File: src/rtl/exp6_entrada_jogada.sv
// Player input stage: synchronizes and debounces the raw buttons, emits one jogada pulse per clean
// single-button press, and runs the timeout counter. Optional debug outputs under EXP6_ENTRADA_DEBUG_EN.
module exp6_entrada_jogada #(
    parameter int NBOTOES         = 4,
    parameter int DEBOUNCE_CICLOS = 4,
    parameter int TIMEOUT_CICLOS  = 5000
) (
    input  logic                              clock,
    input  logic                              reset,
    input  logic [NBOTOES-1:0]                botoes,
    input  logic                              contaT,
    output logic                              jogada,
    output logic [NBOTOES-1:0]                botoes_reg,
    output logic                              timeout,
    output logic                              db_tem_jogada
`ifdef EXP6_ENTRADA_DEBUG_EN
    ,
    output logic [1:0]                        db_estado_entrada,
    output logic [$clog2(TIMEOUT_CICLOS)-1:0] db_contagem_T
`endif
);

    localparam int DB_W = $clog2(DEBOUNCE_CICLOS + 1);
    localparam int TW   = $clog2(TIMEOUT_CICLOS);
    localparam logic [DB_W-1:0] DB_ULTIMO = DB_W'(DEBOUNCE_CICLOS - 1);
    localparam logic [TW-1:0]   T_ULTIMO  = TW'(TIMEOUT_CICLOS - 1);

    typedef enum logic [1:0] {
        SOLTO    = 2'd0,
        PULSO    = 2'd1,
        AGUARDA  = 2'd2,
        INVALIDO = 2'd3
    } estado_t;

    logic [NBOTOES-1:0] sync1, sync2, estavel;
    logic [DB_W-1:0]    cnt_db;
    logic [TW-1:0]      cnt_t;
    estado_t            estado, estado_prox;
    logic               carrega;

    // NOTE: registers use non-blocking assignments so every flop samples pre-edge values.
    always_ff @(posedge clock or posedge reset) begin
        if (reset) begin
            sync1 <= '0;
            sync2 <= '0;
        end else begin
            sync1 <= botoes;
            sync2 <= sync1;
        end
    end

    // sync1 is the value sync2 takes next: a mismatch restarts the stability count.
    always_ff @(posedge clock or posedge reset) begin
        if (reset) begin
            estavel <= '0;
            cnt_db  <= '0;
        end else if (sync2 == estavel || sync2 != sync1) begin
            cnt_db <= '0;
        end else if (cnt_db == DB_ULTIMO) begin
            estavel <= sync2;
            cnt_db  <= '0;
        end else begin
            cnt_db <= cnt_db + DB_W'(1);
        end
    end

    always_ff @(posedge clock or posedge reset) begin
        if (reset) begin
            estado     <= SOLTO;
            botoes_reg <= '0;
        end else begin
            estado <= estado_prox;
            if (carrega) begin
                botoes_reg <= estavel;
            end
        end
    end

    // NOTE: defaults first so every path assigns every output and no latch is inferred.
    always_comb begin
        estado_prox = estado;
        carrega     = 1'b0;
        case (estado)
            SOLTO: begin
                if (estavel == '0) begin
                    estado_prox = SOLTO;
                end else if ($onehot(estavel)) begin
                    estado_prox = PULSO;
                    carrega     = 1'b1;
                end else begin
                    estado_prox = INVALIDO;
                end
            end
            PULSO:    estado_prox = AGUARDA;
            AGUARDA:  if (estavel == '0) estado_prox = SOLTO;
            INVALIDO: if (estavel == '0) estado_prox = SOLTO;
            default:  estado_prox = SOLTO;
        endcase
    end

    assign jogada        = (estado == PULSO);
    assign db_tem_jogada = |estavel;

    always_ff @(posedge clock or posedge reset) begin
        if (reset) begin
            cnt_t <= '0;
        end else if (!contaT) begin
            cnt_t <= '0;
        end else if (cnt_t != T_ULTIMO) begin
            cnt_t <= cnt_t + TW'(1);
        end
    end

    assign timeout = contaT && (cnt_t == T_ULTIMO);

`ifdef EXP6_ENTRADA_DEBUG_EN
    assign db_estado_entrada = estado;
    assign db_contagem_T     = cnt_t;
`endif

endmodule

File: config.mk
export PLATFORM = sky130hd
export DESIGN_NAME = exp6_entrada_jogada
export DESIGN_NICKNAME = d
export VERILOG_FILES = /design/src/rtl/exp6_entrada_jogada.sv
export SDC_FILE = /design/constraint.sdc
export NUM_CORES = 1
export LEC_CHECK = 0
export BUFFER_PORTS_ARGS = -buffer_cell sky130_fd_sc_hd__buf_2
export CAP_MARGIN = 40
export CORE_MARGIN = 4
export CORE_UTILIZATION = 40
export CTS_CLUSTER_DIAMETER = 80
export CTS_CLUSTER_SIZE = 30
export DETAILED_ROUTE_END_ITERATION = 7
export PLACE_DENSITY = 0.54
export SETUP_SLACK_MARGIN = 0.15
export SLEW_MARGIN = 20
export SYNTH_ARGS = -nofsm -noshare
export SYNTH_HDL_FRONTEND = slang
export SYNTH_SLANG_ARGS = --single-unit
File: constraint.sdc
create_clock -name clock -period 5.8 [get_ports clock]
set_input_delay 0.29 -clock clock [delete_from_list [all_inputs] [get_ports clock]]
set_output_delay 0.29 -clock clock [all_outputs]
set_load 0.01 [all_outputs]
After elaboration in Yosys (flattened, before gate mapping)
Cells that the tools add are included.

Word-level logic and storage cells: 42. Register bits: 34.

Add/subtract/negate cells: 5. Multiplexer cells: 11. Reductions and logical operators: 7. Equal/unequal tests: 11. Bitwise gates (word level): 1.

Operator list (number): $mux W13 (2); $add A13 B1 Y13 const B (1); $eq A13 B13 Y1 const B (1); $ne A13 B13 Y1 const B (1); $mux W2 (3); $mux W3 (2); $pmux W2 S3 (1); $add A1 B1 Y2 (2); $eq A2 B2 Y1 const B (2); $eq A4 B4 Y1 (1); $logic_not A4 Y1 (1); $ne A2 B1 Y1 const B (2); $ne A4 B4 Y1 (1); $reduce_or A4 Y1 (1); $add A2 B2 Y3 (1); $add A3 B1 Y3 const B (1); $eq A3 B1 Y1 const B (1); $eq A3 B2 Y1 const B (1); $mux W1 (3); $eq A2 B1 Y1 const B (1); $logic_not A2 Y1 (1); $reduce_and A2 Y1 (1); $reduce_or A2 Y1 (1); $logic_and A1 B1 Y1 (1); other kinds (2) (2).

Longest topological paths before layout
Word-level depth: 6. Gate-level depth with buffers: 9. Mapped depth without buffers: 8.

Worst setup path before layout
OpenSTA, ideal clock, no wires.

Path kind: register to register. From: reg estavel[0]. To: reg botoes_reg[2]. Stages on the path, launching flop included: 10. Period minus slack after synthesis: 2.502 ns. Setup slack: 3.298 ns. Setup time: 0.125 ns. Arrival: 2.377 ns. Cell sequence: dfrtp_1 -> inv_1 -> fa_1 -> inv_1 -> ha_1 -> ha_1 -> nor4b_1 -> and3_1 -> buf_2 -> mux2_2.

Word-level cells in the longest chain between the ends: 6. Elaborated cells between the ends (all ways): 7. Classes of those cells: add/sub: 2; eq/ne: 1; mux: 3; reduce/logical: 1.

Ends and longest elaborated chain: from (decl) (line 35) `logic [NBOTOES-1:0] sync1, sync2, estavel;`; from (signal assigned) (line 60) `estavel <= sync2;`; $add A1 B1 Y2 (implied by the code) (line 87) `end else if ($onehot(estavel)) begin`; $add A2 B2 Y3 (implied by the code) (line 87); $eq A3 B1 Y1 (line 87); $mux W1 (line 87); $mux W1 * (line 85) `if (estavel == '0) begin`; $mux W1 * (line 83) `case (estado)`; to (signal assigned) (line 74) `botoes_reg <= estavel;`; to (decl) (line 13) `output logic [NBOTOES-1:0] botoes_reg,`.

Every way passes the cells marked *; elsewhere a longest branch is shown, timed or not. A chain may end at the register's enable or synchronous reset.

Worst setup path in the final report
Ends and elaborated chain as after synthesis.

==> flow_metrics.tcl <==
set metrics [dict create \
    cp_max_fo 4 \
    hold_viol 0 \
    cts_hold_buf 0 \
    num_vias 1019 \
    clk_pin_slew_worst_paths_ns 0.07 \
    leakagePower_nw 0.850 \
    tns_ns 0 \
    rows 22 \
    ios 14 \
    dp_hpwl_um 1810 \
    post-place-cells 195 \
    n_fill_cell 349 \
    yosysTopAreaCell "dfrtp_1" \
    totalWireLength_um 2540 \
    rsz0062_at_grt "no" \
    use_met1 0.150 \
    grt.total_usage 0.116 \
    skew_ns 0.00343 \
    yosys_register_bits 34 \
    syn_inst 135 \
    path_class "flop to flop" \
    gp_congestion 0.778 \
    cts_resized 0 \
    max_clock_freq_mhz 379 \
    slew_headroom 0.722 \
    initial_core_util 0.421 \
    hold_class "input pin to async pin" \
    grt.busiest_layer "met2" \
    dieWidth_um 70.8 \
    cp_slowest_stage_delay_ns 0.53 \
    fin_crit_sh 0.455 \
    worstPathCellList "inv_1 -> fa_1 -> inv_1 -> ha_1 -> ha_1 -> nor4b_1 -> and3_1 -> mux2_2" \
    clockBufferDepth 2 \
    yosysTopAreaCellShare 0.540 \
    syn_to_final_growth_pct 13.7 \
    met2_usage 0.176 \
    synth_area_per_cell_um2 11.7 \
    cap_violations 0 \
    pre_cts_ws_ns 3.14 \
    ys.flop_type "dfrtp_1" \
    finalSetupViolations 0 \
    p_total_mw 0.440 \
    htree_levels 2 \
    grt_pass1_vias 1036 \
    required_ns 5.97 \
    r2r_cells 8 \
    first_pass_iters 4 \
    wire_per_inst_um 12.5 \
    synth_area_um2 1580 \
    yosysMostFrequentCell "dfrtp_1" \
    cts_tree "done" \
    drtIter0Drc 59 \
    finalNonFillerCells 203 \
    grt_max_degree 35 \
    syn-num-nets 148 \
    p_per_area_nw_per_um2 246 \
    ant_nets 0 \
    overflow 0 \
    status "finished, final reports clean" \
    cp-start-kind "flop" \
    core-area_um2 3740 \
    synth_edf_count 0 \
    final_max_slew_viol_count 0 \
    met3_usage 0.0355 \
    cts.sinks 34 \
    top_register "cnt_t" \
    ys_seq_area_frac 0.540 \
    vdd_ir_drop_max_uv 95.8 \
    routed_via_density 5.02 \
    antenna_found_initial 0 \
    crit_path_end_kind "flop" \
    grt_pass1_wl_um 4600 \
    yosysWarningCount 0 \
    die_height_um 70.8 \
    n_antenna_cell 0 \
    largest_reg_flops 13 \
    drcViolationCount 0 \
    post_route_cells_drive_above_1_share 0.194 \
    yosys-top-cells-area "dfrtp_1 (54%), xnor2_1 (6.1%), ha_1 (4.0%)" \
    post-cts-setup-buffers 0 \
    numCtsBuffers 5 \
    synth-async-reset-ratio 1.00 \
    worst_pin_slew_ns 0.411 \
    ys_types 34 \
    layout_setup_ws_ns 3.16 \
    synthTopCellsByCount "dfrtp_1 (34), inv_1 (13), nor2_1 (12)" \
    clkLatencyLatePin_ns 0.28 \
    io_buffers 13 \
    cts-root-buf "clkbuf_8" \
    nets 167 \
    die_area_um2 5010 \
    crit_arrival_ns 2.81 \
    min_period_ns 2.64 \
    cpMaxStageDelayCell "fa_1" \
]
-- worst paths after layout --
path                       startpoint            end  slack, ns
setup reg to reg           estavel[0]  botoes_reg[2]       3.16
setup / recovery           estavel[0]  botoes_reg[2]       3.16
min in group clock          botoes[1]       sync1[1]       0.11
max in group asynchronous       reset       sync2[3]       5.41
hold reg to reg              sync1[0]       sync2[0]       0.39
hold / removal                  reset       cnt_t[6]       0.09
-- final cells by class --
class                   count  area [µm²]  area share
flip-flops and latches     34         851       0.475
clock inverters             1        5.00     0.00280
repair buffers             14        72.6      0.0405
clock buffers               7        86.3      0.0482
inverters                  13        48.8      0.0273
multi-input cells          86         667       0.372
well taps                  48        60.1      0.0335
-- metrics by stage --
stage          cell area (µm²)   util  hold slack [ns]
2_1_floorplan             1580      -            0.321
3_3_place_gp              1700  0.454            0.378
3_5_place_dp              1700  0.454            0.383
4_1_cts                   1790  0.478           0.0986
5_1_grt                   1790  0.478           0.0957
6_report                  1790  0.478           0.0907
-- layout by cell type, fill, tap and decap left out --
cell type | synthesis | layout
nor3_1 | 4 | 4
nor4_2 | 1 | 1
buf_4 | 0 | 1
mux2_2 | 1 | 1
o21ai_0 | 3 | 3
xor2_1 | 6 | 6
mux2_1 | 3 | 3
nor4b_1 | 3 | 3
nand3_1 | 4 | 4
nor2b_1 | 2 | 2
nor2_1 | 12 | 12
ha_1 | 5 | 5
nor4_1 | 3 | 3
clkbuf_8 | 0 | 6
nand4_1 | 2 | 2
mux2_4 | 4 | 4
buf_2 | 1 | 13
nor3b_1 | 2 | 2
o22ai_1 | 1 | 1
a21oi_1 | 3 | 3
and2_1 | 1 | 1
clkinv_2 | 0 | 1
dfrtp_1 | 34 | 34
or3_1 | 2 | 2
nand2b_1 | 1 | 1
inv_1 | 13 | 13
a31oi_1 | 1 | 1
clkbuf_1 | 1 | 1
and3_1 | 2 | 2
or2_2 | 1 | 1
nor3b_2 | 1 | 1
nand2_1 | 3 | 3
xnor2_1 | 11 | 11
and4_1 | 1 | 1
nor3b_4 | 1 | 1
fa_1 | 1 | 1
mux2i_1 | 1 | 1
-- logic make-up after synthesis --
logic type               share of synthesized area
AND/OR/NAND/NOR                              0.176
flip-flops                                   0.540
XOR/XNOR                                    0.0945
buffers and inverters                       0.0365
multiplexers                                0.0731
AO/OA/AOI/OAI                               0.0270
adder cells (fa/ha/maj)                     0.0524
-- report_power, final --
| group | switching [mW] | internal (mW) |
|---|---|---|
| sequential | 0.00459 | 0.242 |
| clock | 0.0800 | 0.0956 |
| combinational | 0.0107 | 0.00722 |
-- per-layer routing --
metal,share of wire,routed length [µm],up-vias
li1,-,-,490
met1,0.48,1220,502
met5,0,0,-
met2,0.45,1150,22
met4,0.015,39,0
met3,0.050,126,5
-- worst max-delay path: cells and delay by family, from the launching register on --
kind | cells | cell delay [ns]
flip-flops | 1 | 0.42
multiplexers | 1 | 0.35
adder cells (fa/ha/maj) | 3 | 0.96
AND/OR/NAND/NOR | 2 | 0.66
buffers and inverters | 2 | 0.14
Note: power is estimated with default switching activity, not from simulation.
